**src/rtl/fifo_pkg.sv**
```systemverilog
// fifo_pkg: read-mode constants and address-width helper
// shared by every FIFO in the design.
package fifo_pkg;

  localparam int FIFO_SHOWAHEAD = 1;
  localparam int FIFO_NORMAL    = 0;

  function automatic int fifo_aw(input int depth);
    return $clog2(depth);
  endfunction

endpackage

```
**src/rtl/fifo_ram.sv**
```systemverilog
// fifo_ram: simple dual-port array, synchronous write,
// asynchronous read.
module fifo_ram
  import fifo_pkg::*;
#(
  parameter int WORD   = 16,
  parameter int LENGTH = 128,
  localparam int AW    = fifo_aw(LENGTH)
) (
  input  logic            clk,
  input  logic            we,
  input  logic [AW-1:0]   waddr,
  input  logic [WORD-1:0] wdata,
  input  logic [AW-1:0]   raddr,
  output logic [WORD-1:0] rdata
);

  logic [WORD-1:0] mem [LENGTH];

  always_ff @(posedge clk) begin
    if (we) mem[waddr] <= wdata;
  end

  assign rdata = mem[raddr];

endmodule

```
**src/rtl/fifo_sc.sv**
```systemverilog
// fifo_sc: single-clock FIFO, show-ahead or registered read.
// Sticky overflow/underflow flags built only with FIFO_ERR_FLAGS_EN.
module fifo_sc
  import fifo_pkg::*;
#(
  parameter int WORD      = 16,
  parameter int LENGTH    = 128,
  parameter int ALMOST_E  = 2,
  parameter int ALMOST_F  = 126,
  parameter int SHOWAHEAD = 1,
  localparam int AW       = fifo_aw(LENGTH),
  localparam int CW       = AW + 1
) (
  input  logic            clk,
  input  logic            rst_n,
  input  logic            sclr,
  input  logic [WORD-1:0] data,
  input  logic            wrreq,
  input  logic            rdreq,
  output logic [WORD-1:0] q,
  output logic [CW-1:0]   usedw,
  output logic            empty,
  output logic            full,
  output logic            almost_empty,
  output logic            almost_full,
  output logic            overflow,
  output logic            underflow
);

  localparam logic [CW-1:0] FULL_C = CW'(LENGTH);
  localparam logic [CW-1:0] AE_C   = CW'(ALMOST_E);
  localparam logic [CW-1:0] AF_C   = CW'(ALMOST_F);

  logic [AW-1:0]   wr_ptr;
  logic [AW-1:0]   rd_ptr;
  logic [CW-1:0]   count;
  logic            wr_acc;
  logic            rd_acc;
  logic            ram_we;
  logic [WORD-1:0] rdata;

  assign empty        = (count == '0);
  assign full         = (count == FULL_C);
  assign almost_empty = (count < AE_C);
  assign almost_full  = (count >= AF_C);
  assign usedw        = count;

  assign wr_acc = wrreq & ~full;
  assign rd_acc = rdreq & ~empty;
  // sclr wins, so a write in the same cycle must not reach memory
  assign ram_we = wr_acc & ~sclr;

  fifo_ram #(
    .WORD   (WORD),
    .LENGTH (LENGTH)
  ) u_ram (
    .clk   (clk),
    .we    (ram_we),
    .waddr (wr_ptr),
    .wdata (data),
    .raddr (rd_ptr),
    .rdata (rdata)
  );

  always_ff @(posedge clk or negedge rst_n) begin
    if (!rst_n) begin
      wr_ptr <= '0;
      rd_ptr <= '0;
      count  <= '0;
    end else if (sclr) begin
      wr_ptr <= '0;
      rd_ptr <= '0;
      count  <= '0;
    end else begin
      if (wr_acc) wr_ptr <= wr_ptr + AW'(1);
      if (rd_acc) rd_ptr <= rd_ptr + AW'(1);
      unique case (1'b1)
        (wr_acc & ~rd_acc): count <= count + CW'(1);
        (rd_acc & ~wr_acc): count <= count - CW'(1);
        default:            count <= count;
      endcase
    end
  end

  generate
    if (SHOWAHEAD == FIFO_SHOWAHEAD) begin : g_sa
      assign q = rdata;
    end else begin : g_nm
      logic [WORD-1:0] q_r;
      always_ff @(posedge clk or negedge rst_n) begin
        if (!rst_n)      q_r <= '0;
        else if (sclr)   q_r <= '0;
        else if (rd_acc) q_r <= rdata;
      end
      assign q = q_r;
    end
  endgenerate

`ifdef FIFO_ERR_FLAGS_EN
  logic ovf_r;
  logic unf_r;

  always_ff @(posedge clk or negedge rst_n) begin
    if (!rst_n) begin
      ovf_r <= 1'b0;
      unf_r <= 1'b0;
    end else if (sclr) begin
      ovf_r <= 1'b0;
      unf_r <= 1'b0;
    end else begin
      if (wrreq & full)  ovf_r <= 1'b1;
      if (rdreq & empty) unf_r <= 1'b1;
    end
  end

  assign overflow  = ovf_r;
  assign underflow = unf_r;
`else
  assign overflow  = 1'b0;
  assign underflow = 1'b0;
`endif

endmodule

```
**config.mk**
```make
export PLATFORM = sky130hd
export DESIGN_NAME = fifo_sc
export DESIGN_NICKNAME = d
export VERILOG_FILES = /design/src/rtl/fifo_pkg.sv /design/src/rtl/fifo_ram.sv /design/src/rtl/fifo_sc.sv
export SDC_FILE = /design/constraint.sdc
export NUM_CORES = 2
export LEC_CHECK = 0
export ABC_AREA = 1
export BUFFER_PORTS_ARGS = -buffer_cell sky130_fd_sc_hd__buf_2
export CORE_MARGIN = 3
export CORE_UTILIZATION = 45
export CTS_BUF_LIST = sky130_fd_sc_hd__clkbuf_8
export DETAILED_ROUTE_END_ITERATION = 12
export PLACE_DENSITY = 0.65
export SYNTH_ARGS = -nofsm -noshare
export SYNTH_HDL_FRONTEND = slang
export SYNTH_HIERARCHICAL = 1
export SYNTH_SLANG_ARGS = --single-unit
```
**constraint.sdc**
```tcl
create_clock -name clk -period 3.57 [get_ports clk]
set_input_delay 0 -clock clk [delete_from_list [all_inputs] [get_ports clk]]
set_output_delay 0 -clock clk [all_outputs]
set_load 0.02 [all_outputs]
```
==> results.cfg <==
[cells_and_area]
synthToLayoutAreaGrowth_pct = 16.3
fin_cells = 10000
design_area_um2 = 97800
drive_gt1_frac = 0.142
multiInputGateArea_um2 = 20800
fill_cells = 15400
final_nets = 7331
regArea_um2 = 62100

[timing]
fin_crit_ps = 3580
hold_viol = 0
grt_setup_unrepaired = yes
drv_slew = 0
setup_tns_ps = -9.25
fin_worst_skew_ps = 71.7
hold_ws_ps = 87.2
fin_crit_sh = 1.00
setup_slack_ps = -9.25
max_slew_margin = 0.174
fmax_ghz = 0.279
tightest_slew_ps = 1240
setup_violations = 1

[worst_hold_path]
worstHoldPathType = in2reg
hold_depth = 2

[route]
drt_pre_antenna_iters = 6
dr_total_vias = 57900
vias_per_cell = 5.77
postRouteAntennaNets = 0
wl_per_cell_um = 24.8
drc = 0
totalWireLength_um = 249000
detail_route.iter0.violations = 7820

[clock_network]
cts_tree = done
worstSkewPairLatency_ps = 1050
clkSlewWorstSetupHoldPaths_ps = 60
cts-htree-levels = 5
cts_buffer_depth = 4
cts.sinks = 2070
cts_root_buf = clkbuf_8
cts_made_buffers = 347

[critical_path]
path_max_fanout = 140
crit_required_ps = 3570
cp_slowest_cell = dfrtp_4
worst_r2r_path_depth = 10
crit_chain = buf_4 -> buf_16 -> nand2_1 -> nand3_1 -> nand3_1 -> nand3_1 -> nand3_1 -> nand3_4 -> nand3_2 -> nand2_4 -> buf_4
crit_buf_inv = 3
crit_cells = 11
cpLargestDelayFamily = simple AND/OR/NAND/NOR gates
critPathArrivalTime_ps = 3580
slowest_delay_ps = 470
cp_common_cell = nand3_1
cp-start-kind = flop
crit_path_end_kind = output port
path_class = reg2out

[logic_synthesis]
synth_cell_types = 40
ys.flop_type = edfxtp_1
synthTopCellsByArea = edfxtp_1 (73%), nand3_1 (12%), nand2_1 (9.5%)
synth_most_common_cell = nand2_1
yosysTopAreaCellShare = 0.731
yosysWarnings = 6
synth-async-reset-ratio = 0.0106
netlist_area_um2 = 84100
yosysTopAreaCell = edfxtp_1
ys_ff_latch = 2070
synth-edff-count = 2048
synthCells = 6976
yosys-top-cells-count = nand2_1 (2125), edfxtp_1 (2048), nand3_1 (2033), buf_2 (252), nor2_1 (149)
syn_avg_cell_area_um2 = 12.1
seq_area_frac_synth = 0.738

[placement]
dp_cells = 9334
portBuffers = 48
gp_congestion = 0.880
hpwl_um = 133000
placed_area_um2 = 88000

[global_route]
grt_max_degree = 141
busiest_layer = met2
use_met1 = 0.349
grt_pass1_wl_um = 361000
grt_overflow = 0
grt_pass1_vias = 55000
antenna_found_initial = 2
grt_util_met3 = 0.0429
grt_usage = 0.251
grtUsageMet2 = 0.387

[power]
power.leakage_nw = 34.8
ir_worst_vdd_uv = 574
p_per_area_nw_per_um2 = 633

[floorplan]
die_h_um = 438
num_io_pins = 51
start_util = 0.453
dieArea_um2 = 192000
coreArea_um2 = 186000
rows = 158
die_x_um = 438

[status]
violations = negative setup slack
outcome = finished, violations left

[flow_run]
cap_viol_max_count = 0
==> metal layers <==
layer | up-vias | share of wire
li1 | 25600 | -
met1 | 28300 | 0.39
met2 | 3400 | 0.46
met3 | 584 | 0.10
met4 | 2 | 0.049
met5 | - | 0.000044
==> worst reg2reg max path: stages, from the launching register on <==
cell	delay, ps
dfrtp_1	530
inv_1	100
nand2_1	80
nor2_1	60
nand2_2	70
nand2_4	130
nor2_2	420
nand2_1	530
buf_4	380
nor2_1	130
buf_4	300
==> stage by stage <==
step	power [mW]	setup WS [ps]	util
after global routing	64.4	-49.8	0.527
after detailed placement	40.2	402	0.474
final	61.9	-9.25	0.527
after CTS	61.2	-91.5	0.521
after global placement	40.1	423	0.474
after floorplan	36.0	723	-
==> report_power, final <==
part	switching [mW]	internal (mW)
clock network	9.37	9.93
logic	10.5	5.23
registers	0.125	26.8
==> cell usage in the layout (no fill, tap or decap), drive strengths merged, types with 22 or more instances in the layout <==
cell type,Yosys,routed
buf,380,374
clkbuf,81,368
clkinv,0,143
dfrtp,22,22
dlygate4sd3,0,28
edfxtp,2048,2048
inv,54,140
nand2,2135,2135
nand3,2035,2035
nor2,156,156
==> registers in the layout, indices dropped and copies added, names as in the netlist <==
| register | count |
|---|---|
| wr_ptr | 7 |
| usedw | 8 |
| rd_ptr | 7 |
| u_ram/mem | 2048 |
==> logic make-up after synthesis <==
group                    synth area share
AND/OR/NAND/NOR                     0.226
other                           0.0000446
buffers and inverters              0.0318
flip-flops                          0.738
XOR/XNOR                         0.000833
AO/OA/AOI/OAI                     0.00213
adder cells (fa/ha/maj)           0.00143
==> repair_timing <==
| item | in CTS | in global routing |
|---|---|---|
| setup buffers | 22 | 3 |
| cloned | 30 | 16 |
| resized for setup | 244 | 146 |
| setup endpoints to repair | 16 | 16 |
| endpoints found under the hold margin | 2089 | 0 |
| pin swaps | 24 | 68 |
| hold buffers | 29 | 0 |
==> final cells by class <==
class | instances | area share
Timing Repair inverter | 5 | 0.000844
Multi-Input combinational cell | 4392 | 0.213
Sequential cell | 2070 | 0.635
Clock inverter | 244 | 0.0133
Antenna cell | 7 | 0.000179
Timing Repair Buffer | 431 | 0.0544
Clock buffer | 352 | 0.0495
Inverter | 54 | 0.00270
Tap cell | 2480 | 0.0317
==> worst paths after layout <==
check,slack (ps),from,end
worst max register to register,460,usedw[1],u_ram/mem[109][4]
min in group asynchronous,560,rst_n,rd_ptr[4]
max in group asynchronous,2820,rst_n,usedw[3]
worst min-delay path,90,data[7],u_ram/mem[94][7]
worst max-delay path,-9,rd_ptr[0],q[15]
worst min register to register,600,usedw[6],usedw[6]
No activity file was read; power rests on OpenSTA's default activity.
